===== src/rtl/cache_rtl_pkg.sv =====
// Shared MESI, bus and processor encodings for the cache-line controllers.
// Also holds the accept-time resolution helper used by the initiator FSM.
package cache_rtl_pkg;

  typedef enum logic [2:0] {
    MESI_I = 3'b000,
    MESI_E = 3'b001,
    MESI_S = 3'b010,
    MESI_M = 3'b011
  } mesi_e;

  typedef enum logic [1:0] {
    BUS_NO_REQ         = 2'd0,
    BUS_READ_REQ       = 2'd1,
    BUS_INVALIDATE_REQ = 2'd2,
    BUS_RWITM_REQ      = 2'd3
  } bus_req_e;

  typedef enum logic [1:0] {
    BUS_NO_RSP          = 2'd0,
    BUS_SNOOP_FOUND_RSP = 2'd1
  } bus_rsp_e;

  typedef enum logic [1:0] {
    PROC_NO_REQ    = 2'd0,
    PROC_READ_REQ  = 2'd1,
    PROC_WRITE_REQ = 2'd2
  } proc_req_e;

  typedef enum logic [1:0] {
    ST_IDLE     = 2'd0,
    ST_ARB      = 2'd1,
    ST_WAIT_RSP = 2'd2,
    ST_DONE     = 2'd3
  } fsm_e;

  typedef struct packed {
    logic     hit;
    bus_req_e op;
    mesi_e    new_st;
  } accept_t;

  // Reserved line-state codes are treated like INVALID (forces a bus access).
  function automatic accept_t resolve_accept(input logic is_wr, input logic [2:0] st);
    accept_t res;
    res.hit    = 1'b0;
    res.op     = BUS_NO_REQ;
    res.new_st = MESI_I;
    if (!is_wr) begin
      if (st == MESI_S || st == MESI_E || st == MESI_M) begin
        res.hit    = 1'b1;
        res.new_st = mesi_e'(st);
      end else begin
        res.op = BUS_READ_REQ;
      end
    end else begin
      if (st == MESI_E || st == MESI_M) begin
        res.hit    = 1'b1;
        res.new_st = MESI_M;
      end else if (st == MESI_S) begin
        res.op = BUS_INVALIDATE_REQ;
      end else begin
        res.op = BUS_RWITM_REQ;
      end
    end
    return res;
  endfunction

endpackage


===== src/rtl/rsp_timeout_cnt.sv =====
// Cycle counter bounding the wait for a bus snoop response.
module rsp_timeout_cnt #(
  parameter int RSP_TO_CYC = 16,
  parameter int CNT_W      = $clog2(RSP_TO_CYC + 1)
) (
  input  logic clk,
  input  logic rst_n,
  input  logic i_clr,
  input  logic i_en,
  output logic o_expired
);

  logic [CNT_W-1:0] r_cnt;
  logic             w_expired;

  assign w_expired = (r_cnt == CNT_W'(RSP_TO_CYC - 1));
  assign o_expired = w_expired;

  // Saturates at the expiry value so the flag stays stable if the wait is extended.
  always_ff @(posedge clk or negedge rst_n) begin
    if (!rst_n) begin
      r_cnt <= '0;
    end else if (i_clr) begin
      r_cnt <= '0;
    end else if (i_en && !w_expired) begin
      r_cnt <= r_cnt + CNT_W'(1);
    end
  end

endmodule


===== src/rtl/fsm_proc_req_ctrl.sv =====
// Processor-side MESI controller for a single cache-line access: resolves hits
// locally, otherwise arbitrates for the bus and waits for the snoop response.
module fsm_proc_req_ctrl
  import cache_rtl_pkg::*;
#(
  parameter int RSP_TO_CYC = 16,
  parameter int CNT_W      = $clog2(RSP_TO_CYC + 1)
) (
  input  logic       clk,
  input  logic       rst_n,
  input  logic [1:0] i_proc_req,
  input  logic [2:0] i_cur_state,
  input  logic       i_snoop_inv,
  input  logic       i_bus_gnt,
  input  logic       i_bus_rsp_vld,
  input  logic [1:0] i_bus_rsp,
  output logic [1:0] o_bus_req,
  output logic       o_busy,
  output logic       o_state_upd,
  output logic [2:0] o_nxt_state,
  output logic       o_proc_rsp_vld,
  output logic       o_proc_rsp_err
);

  fsm_e      r_state;
  fsm_e      w_state_next;
  proc_req_e r_req;
  bus_req_e  r_op;
  mesi_e     r_new;
  logic      r_err;
  logic      r_backoff;
  logic      w_accept;
  logic      w_grant_ok;
  logic      w_expired;
  accept_t   w_res;

  assign w_accept   = (i_proc_req == PROC_READ_REQ) || (i_proc_req == PROC_WRITE_REQ);
  assign w_res      = resolve_accept(i_proc_req == PROC_WRITE_REQ, i_cur_state);
  assign w_grant_ok = !r_backoff && i_bus_gnt && !i_snoop_inv;

  rsp_timeout_cnt #(
    .RSP_TO_CYC (RSP_TO_CYC),
    .CNT_W      (CNT_W)
  ) u_rsp_timeout_cnt (
    .clk       (clk),
    .rst_n     (rst_n),
    .i_clr     (r_state != ST_WAIT_RSP),
    .i_en      (r_state == ST_WAIT_RSP),
    .o_expired (w_expired)
  );

  always_ff @(posedge clk or negedge rst_n) begin
    if (!rst_n) begin
      r_state <= ST_IDLE;
    end else begin
      r_state <= w_state_next;
    end
  end

  always_comb begin
    w_state_next = r_state;
    case (r_state)
      ST_IDLE: begin
        if (w_accept) begin
          w_state_next = w_res.hit ? ST_DONE : ST_ARB;
        end
      end
      ST_ARB: begin
        if (w_grant_ok) begin
          w_state_next = (r_op == BUS_INVALIDATE_REQ) ? ST_DONE : ST_WAIT_RSP;
        end
      end
      ST_WAIT_RSP: begin
        if (i_bus_rsp_vld || w_expired) begin
          w_state_next = ST_DONE;
        end
      end
      default: w_state_next = ST_IDLE;
    endcase
  end

  always_ff @(posedge clk or negedge rst_n) begin
    if (!rst_n) begin
      r_req     <= PROC_NO_REQ;
      r_op      <= BUS_NO_REQ;
      r_new     <= MESI_I;
      r_err     <= 1'b0;
      r_backoff <= 1'b0;
    end else begin
      case (r_state)
        ST_IDLE: begin
          if (w_accept) begin
            r_req     <= proc_req_e'(i_proc_req);
            r_op      <= w_res.op;
            r_new     <= w_res.new_st;
            r_err     <= 1'b0;
            r_backoff <= 1'b0;
          end
        end
        ST_ARB: begin
          r_backoff <= 1'b0;
          if (!r_backoff) begin
            // A snoop invalidation racing the grant loses the line: drop the
            // grant for a cycle and refetch with RWITM instead of upgrading.
            if (i_bus_gnt && i_snoop_inv) begin
              r_backoff <= 1'b1;
              if (r_op == BUS_INVALIDATE_REQ) begin
                r_op <= BUS_RWITM_REQ;
              end
            end else if (i_bus_gnt) begin
              if (r_op == BUS_INVALIDATE_REQ) begin
                r_new <= MESI_M;
              end
            end else if (i_snoop_inv && (r_op == BUS_INVALIDATE_REQ)) begin
              r_op <= BUS_RWITM_REQ;
            end
          end
        end
        ST_WAIT_RSP: begin
          if (i_bus_rsp_vld) begin
            if (r_req == PROC_READ_REQ) begin
              r_new <= (i_bus_rsp == BUS_SNOOP_FOUND_RSP) ? MESI_S : MESI_E;
            end else begin
              r_new <= MESI_M;
            end
            r_err <= 1'b0;
          end else if (w_expired) begin
            r_new <= MESI_I;
            r_err <= 1'b1;
          end
        end
        default: begin
        end
      endcase
    end
  end

  always_comb begin
    o_bus_req      = BUS_NO_REQ;
    o_busy         = (r_state != ST_IDLE);
    o_state_upd    = 1'b0;
    o_nxt_state    = MESI_I;
    o_proc_rsp_vld = 1'b0;
    o_proc_rsp_err = 1'b0;
    if ((r_state == ST_ARB) && !r_backoff) begin
      o_bus_req = r_op;
    end
    if (r_state == ST_DONE) begin
      o_state_upd    = 1'b1;
      o_nxt_state    = r_new;
      o_proc_rsp_vld = 1'b1;
      o_proc_rsp_err = r_err;
    end
  end

endmodule


===== config.mk =====
export PLATFORM = sky130hd
export DESIGN_NAME = fsm_proc_req_ctrl
export DESIGN_NICKNAME = d
export VERILOG_FILES = /design/src/rtl/cache_rtl_pkg.sv /design/src/rtl/rsp_timeout_cnt.sv /design/src/rtl/fsm_proc_req_ctrl.sv
export SDC_FILE = /design/constraint.sdc
export NUM_CORES = 1
export LEC_CHECK = 0
export ABC_CLOCK_PERIOD_IN_PS = 2500
export BUFFER_PORTS_ARGS = -buffer_cell sky130_fd_sc_hd__buf_2
export CAP_MARGIN = 25
export CORE_MARGIN = 3
export CORE_UTILIZATION = 30
export DETAILED_ROUTE_END_ITERATION = 12
export SYNTH_ARGS = -nofsm -noshare
export SYNTH_HDL_FRONTEND = slang
export SYNTH_HIERARCHICAL = 1
export SYNTH_SLANG_ARGS = --single-unit

===== constraint.sdc =====
create_clock -name clk -period 2.5 [get_ports clk]
set_clock_uncertainty 0.1 [all_clocks]
set_input_delay 0.5 -clock clk [delete_from_list [all_inputs] [get_ports clk]]
set_output_delay 0.5 -clock clk [all_outputs]
set_load 0.02 [all_outputs]

Word level (Yosys, flattened, before mapping):

Cells that the tools add are included.
Widths: inputs -> output; s select.

* muxes and demuxes: 44
* reduce and logical (&&, ||, !) cells: 26
* equality and inequality tests: 24
* add/subtract/negate cells: 1

Operators with widths (count)
* $mux 2: 15
* $mux 3: 9
* $ne 2x2->1 const B: 8
* $mux 1: 12
* $ne 3x3->1 const B: 4
* $mux 5: 2
* $pmux 3 s3: 1
* $eq 2x1->1 const B: 4
* $eq 2x2->1 const B: 4
* $reduce_bool 2->1: 4
* $reduce_and 7->1: 1
* $eq 3x2->1 const B: 2
* $logic_and 1x1->1: 6
* $mux 6: 1
* $pmux 2 s3: 1
* $reduce_and 3->1: 2
* $reduce_and 6->1: 1
* $add 5x1->5 const B: 1
* $eq 5x4->1 const B: 1
* $logic_or 1x1->1: 5
* $pmux 1 s2: 2
* $pmux 2 s2: 1
* $reduce_and 2->1: 2
* $eq 3x1->1 const B: 1
* other kinds (3): 5

* register bits after elaboration: 16
* output and inout port bits: 9
* logic and storage cells: 102
* bits of input ports: 12

Logic depth before layout (Yosys ltp):

* word-level depth: 8
* mapped depth: 6
* gate-level depth less buffers: 6

Hierarchy:

Netlist, hierarchy kept.

Modules (own cells, without submodules)
* fsm_proc_req_ctrl: sequential area each 275.3 sq um, area an instance 750.7 sq um, cells an instance 86, instances 1
* rsp_timeout_cnt: sequential area each 125.1 sq um, area an instance 260.2 sq um, cells an instance 23, instances 1

Least setup slack after synthesis:

Ideal clock, no wire load.

* path type: register to register
* start point: reg u_rsp_timeout_cnt.r_cnt[0]
* end point: reg u_rsp_timeout_cnt.r_cnt[3]
* period minus slack after synthesis: 1.798 ns
* slack: 0.702 ns
* required time: 2.273 ns
* data arrival time: 1.570 ns
* cell stages (with the launch flop): 7
* path buffers: 0
* setup time: 0.127 ns
* path through: dfrtp_1 ha_1 and3_1 ha_1 nor2b_4 nand4_1 mux2_1

* longest elaborated chain between the ends: 4
* elaborated cells between the ends (all ways): 7
* those cells by class: add/sub: 1; eq/ne: 1; mux: 2; reduce/logical: 3

RTL lines
* start: declaration: line rsp_timeout_cnt.sv:13 `logic [CNT_W-1:0] r_cnt;`
* start signal: assignment: line rsp_timeout_cnt.sv:26 `r_cnt <= r_cnt + CNT_W'(1);`
* $eq 5x4->1: line rsp_timeout_cnt.sv:16 `assign w_expired = (r_cnt == CNT_W'(RSP_TO_CYC - 1));`
* named net w_expired: line fsm_proc_req_ctrl.sv:34 `logic w_expired;`
* $logic_not 1->1: line rsp_timeout_cnt.sv:25 `end else if (i_en && !w_expired) begin`
* $logic_and 1x1->1: line rsp_timeout_cnt.sv:25
* $reduce_bool 2->1 (no line)

The timed path passes the listed nets, and every way through them passes these cells. The select of a mux whose other input is x is not followed.
A chain may end at the register's enable or synchronous reset.

Worst setup path in the final report:

* start point: reg r_state[1]
* end point: out o_bus_req[1]

* longest elaborated chain between the ends: 3

RTL lines
* start: declaration: line fsm_proc_req_ctrl.sv:25 `fsm_e r_state;`
* start signal: assignment: line fsm_proc_req_ctrl.sv:56 `r_state <= w_state_next;`
* $eq 2x1->1: line fsm_proc_req_ctrl.sv:145 `if ((r_state == ST_ARB) && !r_backoff) begin`
* $logic_and 1x1->1: line fsm_proc_req_ctrl.sv:145
* $mux 2: line fsm_proc_req_ctrl.sv:145
* end: declaration: line fsm_proc_req_ctrl.sv:17 `output logic [1:0] o_bus_req,`

Every way passes these cells.

==> summary.md <==
| Metric | Value |
|---|---|
| Sw frac | 43.0% |
| Critical path class | flop to output port |
| Nets | 152 |
| CTS resizes | 0 |
| P&R area growth vs syn | 16.8% |
| PD cells | about 1100 mW/mm2 |
| Crit path DAT | 1.47 ns |
| Syn Nets | 128 |
| Hold Buf Count CTS | 0 |
| Clock network power share | 10.7% |
| Worst-margin pin slew | 0.368 ns |
| Row count | 20 |
| Most frequent cells in the layout | 20 x buf_2, 16 x dfrtp_1, 11 x inv_1, 11 x nor2_1, 9 x o21ai_0 |
| Worst VDD drop | 0.363 mV |
| Max transition margin | between 70% and 80% |
| IO Pins | 21 |
| Chip Height | 64.1 um |
| Min-delay worst type | primary input to async pin |
| CTS tree | built |
| Max Root-Sink Buffers | 2 |
| Vias | roughly 820 |
| Most common cell after layout, fill and taps aside | buf_2 |
| Cell Int Power | 0.725 mW |
| Main synth FF type | dfrtp_1 |
| Reg2reg start | u_rsp_timeout_cnt/r_cnt[0] |
| Ys async rst share | 100% |
| Core Region | 0.00313 mm2 |
| P_sw | ~0.55 mW |
| Htree depth | 1 |
| Cell Area, Placed | 0.00116 mm2 |
| Ratio of final minimum period to clock period | 82.9% |
| # placed instances | around 170 |
| Fin util | 37.8% |
| RSZ-0062 raised after global routing | no |
| Status | finished clean |
| Number of synthesized flops with an enable pin | 0 |
| Antenna violations before repair | 0 |
| Register area share after synthesis | about two fifths |
| Unique masters post-synth | 31 |
| WL final | 1970 um |
| Critical R2R Capture | u_rsp_timeout_cnt/r_cnt[3] |
| Clk_lat worst skew | between 0.2 and 0.3 ns |
| Seq. cell area | 400 um2 |
| Post-CTS Setup Bufs | 0 |
| Pre-antenna DRT Iters | 4 |
| Grt ovf | 0 |
| Yosys reg bits | 16 |
| Max-slew violations | 0 |
| Largest net degree at the start of global routing | 17 |
| Slowest CP cell | dfrtp_1 |
| Mapped Cells | ~110 |
| Buf+Inv Stages, Crit Path | 2 |
| Cell family with the largest share of critical-path delay | flip-flops |
| Leakage power figure | 0.597 nW |
| CTS sink cnt | 16 |
| Port bufs | 20 |
| Stages on worst setup path | 5 |
| Average cell area after synthesis | 9.27 um2 |
| Fin area | 0.00118 mm2 |
| Vias in the first global route | 769 |
| Post-layout min period | 2.07 ns |
| Max-cap viol count | 0 |
| Synth Cell Area | about 0.0010 mm2 |
| Reg2Reg Depth | 6 |
| Routed Antenna Nets | 0 |
| Critical path capture point type | output port |
| First-pass GRT wire length | 3350 um |
| Max incr delay on CP | around 0.42 ns |
| Reg clk slew, reported paths | 0.09 ns |
| Data required time of the worst path | 1.90 ns |
| CTS root buf | clkbuf_4 |
| Setup tns final | 0 ns |
| Synth warn | 6 |
| Logic pwr share | around 56% |
| Seq pwr share | between 30% and 40% |
| Die area | between 0.004 and 0.005 mm2 |
| Finished Layout Cells | 175 |
| Iteration-0 DRC Markers | 25 |
| Hold Vio Cnt, Final | 0 |
| Wire per inst | 11.3 um |
| GP Congestion | roughly 0.79 |
| R2r setup slk | 0.59 ns |
| Vias per cell | 4.67 |
| Startpoint Class | flop |
| Share of cells above drive strength 1 | 25.2% |
| Fillers | approximately 320 |
| Hold WS | 0.0129 ns |
| Ant diodes | 0 |
| Die X | 64.1 um |
| DRC viols | 0 |
| CTS Buf Count | 3 |
| CP Cell Sequence | inv_1 -> ha_1 -> nor2b_1 -> and2_2 -> buf_2 |
| Largest fanout on the critical path | 4 |
| Multi-input combinational cell area | 554 um2 |
| Setup violators final | 0 |
| Total GRT Usage | 10.2% |
| Initial Util | 32.3% |
| Dpl hpwl | 1630 um |
| Max Clk Rate | just under 500 MHz |
-- synthesized netlist by cell type (2+ instances only) --
library cell	count	area share, %
o21ai_0	9	4.5
nand2b_1	4	2.5
mux2i_1	4	4.0
nor2_1	11	4.1
and2_1	5	3.1
mux2_2	3	3.3
ha_1	7	8.7
nand4_1	2	1.2
buf_4	2	1.5
nor2b_1	2	1.2
inv_1	11	4.1
a21oi_1	5	2.5
nor2b_4	2	2.7
dfrtp_1	16	40
nand2_1	8	3.0
and2_2	2	1.5
a211o_1	2	1.7
-- layer usage --
| metal | vias up | global-route usage (%) | share of wire (%) |
|---|---|---|---|
| met3 | 4 | 3.69 | 7.7 |
| met5 | - | 0 | 0 |
| met4 | 0 | 1.62 | 0.96 |
| li1 | 411 | - | - |
| met1 | 376 | 12.6 | 45 |
| met2 | 26 | 17.0 | 46 |
-- area by class of cell --
cell class / instances / area share, %
flip-flops and latches: 16 / 33.9
well taps: 44 / 4.66
multi-input cells: 80 / 46.9
inverters: 11 / 3.50
repair buffers: 21 / 9.11
clock buffers: 3 / 1.91
-- cell families (layout without fill, tap and decap cells) --
group           Yosys count  in the layout  synth area share, %
flops                    16             16                 39.6
compound gates           22             22                 13.2
mux                       8              8                 8.42
simple gates             41             41                 22.8
buf+inv                  13             35                 5.57
xor+xnor                  2              2                 1.73
fa+ha+maj                 7              7                 8.66
-- how the worst max path moves through the flow --
stage                                     from                          to  slack [ns]
floorplan           u_rsp_timeout_cnt/r_cnt[0]  u_rsp_timeout_cnt/r_cnt[3]        0.70
global placement                 i_proc_req[0]                  r_state[1]        0.59
detailed placement               i_proc_req[0]                  r_state[1]        0.53
CTS                                 r_state[1]                o_bus_req[1]        0.40
global route                        r_state[1]                o_bus_req[0]        0.30
finish                              r_state[1]                o_bus_req[1]        0.43
-- through the flow --
| step | total power [mW] | worst slack [ns] |
|---|---|---|
| after global routing | 1.38 | 0.304 |
| after floorplan | 0.972 | 0.702 |
| after detailed placement | 1.14 | 0.530 |
| final | 1.27 | 0.427 |
| after global placement | 1.12 | 0.588 |
| after CTS | 1.28 | 0.404 |
-- power by group through the flow --
stage	logic [mW]	registers (mW)	clock network (mW)
floorplan	0.564	0.408	0
global placement	0.699	0.424	0
detailed placement	0.715	0.428	0
CTS	0.720	0.422	0.143
global route	0.794	0.436	0.152
finish	0.714	0.420	0.136
-- state kept, by name (all words and copies together), names as in the netlist --
| signal | cells |
|---|---|
| r_backoff | 1 |
| r_err | 1 |
| r_state | 2 |
| r_req | 2 |
| u_rsp_timeout_cnt/r_cnt | 5 |
| r_op | 2 |
| r_new | 3 |
Note: power is estimated with default switching activity, not from simulation.
